File: config.mk
export PLATFORM = sky130hd
export DESIGN_NAME = inv_cipher_ctrl
export DESIGN_NICKNAME = d
export VERILOG_FILES = /design/src/rtl/inv_cipher_ctrl.sv
export SDC_FILE = /design/constraint.sdc
export NUM_CORES = 1
export LEC_CHECK = 0
export CELL_PAD_IN_SITES_DETAIL_PLACEMENT = 1
export CELL_PAD_IN_SITES_GLOBAL_PLACEMENT = 1
export CORE_AREA = 2 2 306 308
export DETAILED_ROUTE_END_ITERATION = 12
export DIE_AREA = 0 0 308 310
export HOLD_SLACK_MARGIN = 0.06
export PLACE_DENSITY = 0.48
export SYNTH_ARGS = -nofsm -noshare
export SYNTH_HDL_FRONTEND = slang
export SYNTH_SLANG_ARGS = --single-unit
File: constraint.sdc
create_clock -name clk -period 5.6 [get_ports clk]
set_clock_uncertainty 0.1 [all_clocks]
set_input_delay 1.12 -clock clk [delete_from_list [all_inputs] [get_ports clk]]
set_output_delay 1.12 -clock clk [all_outputs]
set_load 0.05 [all_outputs]
File: src/rtl/inv_cipher_ctrl.sv
// Iterative AES inverse-cipher sequencer: accepts one ciphertext block, applies
// the initial AddRoundKey, then steps a shared inverse-round datapath once per
// cycle from round key Nr down to 0, and holds the plaintext until it is taken.
module inv_cipher_ctrl #(
    parameter int unsigned Nk = 4,
    parameter int unsigned Nr = 10
) (
    input  logic         clk,
    input  logic         rst_n,
    input  logic         in_valid,
    output logic         in_ready,
    input  logic [0:127] in_block,
    output logic [3:0]   key_idx,
    input  logic [0:127] round_key,
    output logic [0:127] dp_state,
    output logic [0:127] dp_key,
    output logic         dp_final,
    input  logic [0:127] dp_result,
    output logic         out_valid,
    input  logic         out_ready,
    output logic [0:127] out_block,
    output logic         busy
);

    localparam int unsigned RND_W     = 4;
    localparam logic [RND_W-1:0] KEY_LAST  = RND_W'(Nr);
    localparam logic [RND_W-1:0] FIRST_RND = RND_W'(Nr - 1);
    localparam bit          CFG_OK    = (Nr == Nk + 6);

    typedef enum logic [1:0] {
        IDLE,
        ROUND,
        FINAL,
        DONE
    } state_t;

    state_t             state;
    logic [0:127]       state_reg;
    logic [RND_W-1:0]   rnd;

    // The datapath sees the working state and the key store output directly;
    // the plaintext is simply the working state once DONE is reached.
    assign dp_state  = state_reg;
    assign dp_key    = round_key;
    assign out_block = state_reg;

    // Key length and round count must describe the same AES variant.
    a_cfg_legal: assert property (@(posedge clk) CFG_OK);

    // Sequencer: state, working block, round counter and registered handshakes.
    always_ff @(posedge clk or negedge rst_n) begin
        if (!rst_n) begin
            state     <= IDLE;
            state_reg <= '0;
            rnd       <= '0;
            in_ready  <= 1'b1;
            out_valid <= 1'b0;
            busy      <= 1'b0;
            dp_final  <= 1'b0;
            key_idx   <= KEY_LAST;
        end else begin
            case (state)
                IDLE: begin
                    if (in_valid) begin
                        state_reg <= in_block ^ round_key;
                        rnd       <= FIRST_RND;
                        in_ready  <= 1'b0;
                        busy      <= 1'b1;
                        if (FIRST_RND == '0) begin
                            state    <= FINAL;
                            key_idx  <= '0;
                            dp_final <= 1'b1;
                        end else begin
                            state    <= ROUND;
                            key_idx  <= FIRST_RND;
                        end
                    end
                end
                ROUND: begin
                    state_reg <= dp_result;
                    rnd       <= rnd - RND_W'(1);
                    key_idx   <= rnd - RND_W'(1);
                    if (rnd == RND_W'(1)) begin
                        state    <= FINAL;
                        dp_final <= 1'b1;
                    end
                end
                FINAL: begin
                    state_reg <= dp_result;
                    state     <= DONE;
                    dp_final  <= 1'b0;
                    key_idx   <= '0;
                    out_valid <= 1'b1;
                end
                DONE: begin
                    // Output held stable until taken; no new block in this cycle.
                    if (out_ready) begin
                        state     <= IDLE;
                        out_valid <= 1'b0;
                        in_ready  <= 1'b1;
                        busy      <= 1'b0;
                        key_idx   <= KEY_LAST;
                    end
                end
                default: begin
                    state <= IDLE;
                end
            endcase
        end
    end

endmodule

After elaboration in Yosys (flattened, before gate mapping)
Index checks and enable logic that the tools add are counted.
{"block": "classes", "n_addsub": 1, "n_mux": 19, "reduce_logical": 14, "eq_ne": 7, "bitwise": 1}
{"op": "case mux 128 bit (2 select lines)", "count": 1}
{"op": "two-way mux 128 bit", "count": 1}
{"op": "XOR 128 bit", "count": 1}
{"op": "case mux 4 bit (4 select lines)", "count": 1}
{"op": "AND reduction 2 bit", "count": 5}
{"op": "nonzero test 2 bit", "count": 5}
{"op": "two-way mux 4 bit", "count": 2}
{"op": "case mux 1 bit (2 select lines)", "count": 4}
{"op": "case mux 2 bit (4 select lines)", "count": 1}
{"op": "case mux 4 bit (2 select lines)", "count": 1}
{"op": "two-way mux 2 bit", "count": 3}
{"op": "!= test 2 bit, second input constant", "count": 3}
{"op": "AND reduction 3 bit", "count": 2}
{"op": "two-way mux 1 bit", "count": 5}
{"op": "equality test 2 bit, second input constant", "count": 2}
{"op": "equality test 4 x 1 -> 1 bit, second input constant", "count": 1}
{"op": "subtractor 4 x 1 -> 4 bit, second input constant", "count": 1}
{"op": "equality test 2 x 1 -> 1 bit, second input constant", "count": 1}
{"op": "zero test 2 bit", "count": 1}
{"op": "OR reduction 2 bit", "count": 1}
{"block": "totals", "input_bits": 388, "regBits": 142}

Logic depth before layout (Yosys ltp)
{"block": "logic_depth", "ltp_word": 4, "mapped_depth": 10}

Worst setup path after synthesis
No wires, ideal clock.
{"block": "synth_path", "path_type": "input port to output port", "from": "input port round_key[0] in the netlist's numbering", "to": "output port dp_key[0] in the netlist's numbering", "cell_stages": 1, "arrival_ps": 1290, "n_path_buf": 1, "slack_ps": 3090, "path_cell_list": "buf_4"}
{"item": "start: declaration", "line_no": "14", "rtl": "input logic [0:127] round_key,"}
{"item": "end: declaration", "line_no": "16", "rtl": "output logic [0:127] dp_key,"}
No word-level cell between the ends.

Worst setup path after layout
{"block": "layout_path", "from": "input port round_key[113] in the netlist's numbering", "to": "output port dp_key[113] in the netlist's numbering"}
No word-level cell between the ends.

==> impl_metrics.prom <==
# TYPE chip_impl_metric gauge
chip_impl_metric{name="die_area",unit="sq um"} 95500
chip_impl_metric{name="worst_r2r_path_depth",unit=""} 5
chip_impl_metric{name="wl_per_cell",unit="um"} 17.9
chip_impl_metric{name="grt_antenna_before_repair",unit=""} 10
chip_impl_metric{name="number_of_hold_buffers_added_after_cts",unit=""} 0
chip_impl_info{name="tritoncts_clock_tree",value="done"} 1
chip_impl_info{name="timing.critical_path.from_type",value="input pin"} 1
chip_impl_metric{name="synth_async_sr_flop_share",unit=""} 1.00
chip_impl_metric{name="lkg_pwr",unit="nW"} 7.07
chip_impl_metric{name="switching_share",unit=""} 0.565
chip_impl_metric{name="post-cts-setup-buffers",unit=""} 0
chip_impl_metric{name="finalWirelength",unit="um"} 48800
chip_impl_info{name="synth_common_cells",value="sky130_fd_sc_hd__buf_4 (258), sky130_fd_sc_hd__dfrtp_1 (139), sky130_fd_sc_hd__mux2i_1 (132)"} 1
chip_impl_metric{name="clock_share_of_power",unit=""} 0.102
chip_impl_metric{name="share_comb_of_total_power",unit=""} 0.726
chip_impl_metric{name="whs_path_depth",unit=""} 2
chip_impl_info{name="worst_hold_path_type",value="flop to flop"} 1
chip_impl_info{name="critical-path-top-delay-family",value="buffers and inverters"} 1
chip_impl_info{name="yosys-top-cells-area",value="sky130_fd_sc_hd__dfrtp_1 (35%), sky130_fd_sc_hd__buf_4 (19%), sky130_fd_sc_hd__mux2i_1 (13%)"} 1
chip_impl_metric{name="vias_in_the_first_global_route",unit=""} 9613
chip_impl_metric{name="grt_max_degree",unit=""} 129
chip_impl_metric{name="postSynthCellCount",unit=""} 1015
chip_impl_metric{name="seqCellArea",unit="sq um"} 3560
chip_impl_metric{name="yosys.cell_types.count",unit=""} 35
chip_impl_metric{name="num_vias",unit=""} 8760
chip_impl_metric{name="drt_iter0_markers",unit=""} 192
chip_impl_info{name="yosys.area.top_type",value="sky130_fd_sc_hd__dfrtp_1"} 1
chip_impl_metric{name="area_growth_syn_to_layout",unit="%"} 78.4
chip_impl_metric{name="critical_path.max_fanout",unit=""} 2
chip_impl_metric{name="finalCriticalPeriod",unit="ns"} 3.87
chip_impl_metric{name="critical-path-max-stage-delay",unit="ns"} 0.87
chip_impl_info{name="criticalPathCategory",value="input pin to output port"} 1
chip_impl_metric{name="drc",unit=""} 0
chip_impl_info{name="worstSetupEndpointType",value="output port"} 1
chip_impl_info{name="cp_cell_sequence",value="clkdlybuf4s50_1 -> clkdlybuf4s50_1"} 1
chip_impl_info{name="worstReg2RegStart",value="state[0]"} 1
chip_impl_metric{name="initial_utilization",unit=""} 0.108
chip_impl_metric{name="maxCapViolCount",unit=""} 0
chip_impl_metric{name="path_buf_inv",unit=""} 2
chip_impl_metric{name="h_tree_lvls",unit=""} 4
chip_impl_info{name="grt_setup_unrepaired",value="false"} 1
chip_impl_metric{name="grt_pass1_wl",unit="um"} 66900
chip_impl_info{name="timing.critical_path.slowest_stage_cell",value="sky130_fd_sc_hd__clkdlybuf4s50_1"} 1
chip_impl_metric{name="die-height",unit="um"} 310
chip_impl_metric{name="clock_path_buffers",unit=""} 2
chip_impl_metric{name="number_of_cell_rows",unit=""} 112
chip_impl_metric{name="final_nets",unit=""} 1910
chip_impl_metric{name="power_per_cell_area",unit="nW/um^2"} 713
chip_impl_metric{name="final.setup.tns",unit="ns"} 0
chip_impl_metric{name="netSwitchingPower",unit="mW"} 7.19
chip_impl_metric{name="finalCritPeriodShare",unit=""} 0.691
chip_impl_info{name="yosys.cell_count.top_type",value="sky130_fd_sc_hd__buf_4"} 1
chip_impl_info{name="worstHoldStart",value="dp_state[51]"} 1
chip_impl_metric{name="clkLatencyLatePin",unit="ns"} 0.47
chip_impl_metric{name="pwr-share-seq",unit=""} 0.172
chip_impl_metric{name="synth-warning-count",unit=""} 0
chip_impl_metric{name="largest_reg_flops",unit=""} 128
chip_impl_metric{name="hold_viol_final",unit=""} 0
chip_impl_info{name="ys.flop_type",value="sky130_fd_sc_hd__dfrtp_1"} 1
chip_impl_metric{name="cellInternalPower",unit="mW"} 5.53
chip_impl_metric{name="area_of_the_multi_input_gates",unit="sq um"} 4200
chip_impl_metric{name="relSlewSlack",unit=""} 0.421
chip_impl_metric{name="port-buffer-count",unit=""} 779
chip_impl_info{name="worst_hold_path.endpoint",value="dp_state[51]"} 1
chip_impl_metric{name="path_clk_slew",unit="ns"} 0.07
chip_impl_metric{name="timing.fmax",unit="MHz"} 258
chip_impl_metric{name="post_route_cells_drive_above_1_share",unit=""} 0.0831
chip_impl_metric{name="global_route.usage.total",unit=""} 0.0976
chip_impl_metric{name="final_antenna_net_count",unit=""} 0
chip_impl_metric{name="cp_data_required_time",unit="ns"} 4.38
chip_impl_metric{name="die_x",unit="um"} 308
chip_impl_metric{name="finalWeightedCongestion",unit=""} 0.780
chip_impl_metric{name="design.core.area",unit="sq um"} 92500
chip_impl_metric{name="setup_violations",unit=""} 0
chip_impl_metric{name="cp_data_arrival_time",unit="ns"} 2.65
chip_impl_metric{name="final_max_slew_viol_count",unit=""} 0
chip_impl_metric{name="synth_enable_flop_cells",unit=""} 0
chip_impl_metric{name="synth-seq-cells",unit=""} 142
chip_impl_metric{name="cts_made_buffers",unit=""} 17
chip_impl_metric{name="clkSinkCount",unit=""} 142
chip_impl_metric{name="layout.core_utilization",unit=""} 0.193
chip_impl_info{name="worst_r2r_endpoint",value="dp_state[90]"} 1
chip_impl_info{name="path_common_cell",value="sky130_fd_sc_hd__clkdlybuf4s50_1"} 1
chip_impl_metric{name="whs",unit="ns"} 0.412
chip_impl_info{name="cts_root_buf",value="sky130_fd_sc_hd__clkbuf_16"} 1
chip_impl_metric{name="drt_pass1_iterations",unit=""} 4
chip_impl_metric{name="synth_top_area_frac",unit=""} 0.348
chip_impl_metric{name="postSynthNetCount",unit=""} 1409
chip_impl_metric{name="post-dp-hpwl",unit="um"} 40600
chip_impl_metric{name="overflow",unit=""} 0
chip_impl_info{name="status",value="completed"} 1
chip_impl_metric{name="vias_per_cell",unit=""} 3.21
chip_impl_metric{name="timing.reg2reg.setup_slack",unit="ns"} 3.28
chip_impl_metric{name="cts_resized",unit=""} 0
chip_impl_metric{name="synth_seq_area_share",unit=""} 0.356
chip_impl_metric{name="count_of_boundary_i_o_pins",unit=""} 780
chip_impl_metric{name="ir_drop",unit="mV"} 0.657
chip_impl_metric{name="final.fill_count",unit=""} 10600
chip_impl_metric{name="worst_pin_slew",unit="ns"} 0.868
chip_impl_metric{name="syn-mean-instance-area",unit="sq um"} 9.84
chip_impl_metric{name="area_of_the_mapped_netlist",unit="sq um"} 9990
-- layout make-up --
cell class                 count  share of cell area
antenna                        1            0.000140
clock buffer                  19              0.0249
clock inverter                13              0.0105
inverter                       9             0.00190
multi-input combinational    562               0.236
sequential                   142               0.200
tap                         1197              0.0841
timing repair buffer         784               0.443
-- routing by layer --
metal,part of all wire,track usage,vias up
met2,0.52,0.175,431
met4,0.012,0.0254,12
li1,-,-,4095
met1,0.38,0.105,4184
met5,0.0015,0,-
met3,0.088,0.0403,38
-- power groups by stage --
| stage | registers [mW] | logic (mW) | clock network (mW) |
|---|---|---|---|
| after floorplan | 3.71 | 5.45 | 0 |
| after global placement | 2.20 | 9.29 | 0 |
| after detailed placement | 2.22 | 9.37 | 0 |
| after CTS | 2.21 | 9.38 | 1.38 |
| after global routing | 2.27 | 9.80 | 1.41 |
| final | 2.19 | 9.23 | 1.30 |
-- cell usage in the layout, fill, tap and decap left out, types with 2 or more instances in the layout --
master / count
sky130_fd_sc_hd__o2bb2ai_1: 3
sky130_fd_sc_hd__nand2b_1: 4
sky130_fd_sc_hd__xor2_1: 128
sky130_fd_sc_hd__a21oi_1: 5
sky130_fd_sc_hd__inv_6: 3
sky130_fd_sc_hd__ha_1: 5
sky130_fd_sc_hd__inv_1: 9
sky130_fd_sc_hd__nand2_1: 90
sky130_fd_sc_hd__mux2i_1: 132
sky130_fd_sc_hd__bufinv_16: 4
sky130_fd_sc_hd__clkinvlp_4: 3
sky130_fd_sc_hd__nor2_1: 5
sky130_fd_sc_hd__clkinv_2: 2
sky130_fd_sc_hd__buf_12: 5
sky130_fd_sc_hd__clkdlybuf4s50_1: 778
sky130_fd_sc_hd__o21ai_0: 93
sky130_fd_sc_hd__o21ai_2: 40
sky130_fd_sc_hd__dfrtp_1: 139
sky130_fd_sc_hd__clkbuf_16: 17
sky130_fd_sc_hd__nand2_2: 40
sky130_fd_sc_hd__mux2_2: 2
sky130_fd_sc_hd__dfstp_2: 3
-- cells by family (layout without fill, tap and decap cells) --
group	count (synthesis)	after routing	synth area share
compound gates	149	149	0.0954
other cells	0	1	0
xor+xnor	128	128	0.112
fa+ha+maj	6	6	0.00751
buf+inv	311	825	0.225
flops	142	142	0.356
simple gates	144	144	0.0670
mux	135	135	0.137
-- tightest hold or removal path: cells and delay by family, from the launching register on --
kind	cells	cell delay, ns
flip-flops	1	0.38
AO/OA/AOI/OAI	1	0.05
AND/OR/NAND/NOR	1	0.06
-- how the worst max path moves through the flow --
stage	slack, ns	to	depth (start not counted)	startpoint
finish	1.73	dp_key[113]	2	round_key[113]
global route	1.70	dp_key[124]	2	round_key[124]
CTS	1.70	dp_key[124]	2	round_key[124]
detailed placement	1.71	dp_key[124]	2	round_key[124]
global placement	1.70	dp_key[124]	2	round_key[124]
floorplan	3.09	dp_key[0]	1	round_key[0]
-- per-stage QoR --
step                      power, mW  worst slack, ns  cell area, sq um  instances
after floorplan                9.15             3.09              9990       1015
after global placement         11.5             1.70             17200       2694
after detailed placement       11.6             1.71             17200       2694
after CTS                      13.0             1.70             17800       2726
after global routing           13.5             1.70             17800       2726
final                          12.7             1.73             17800       2727
(Power assumes the default switching activity.)
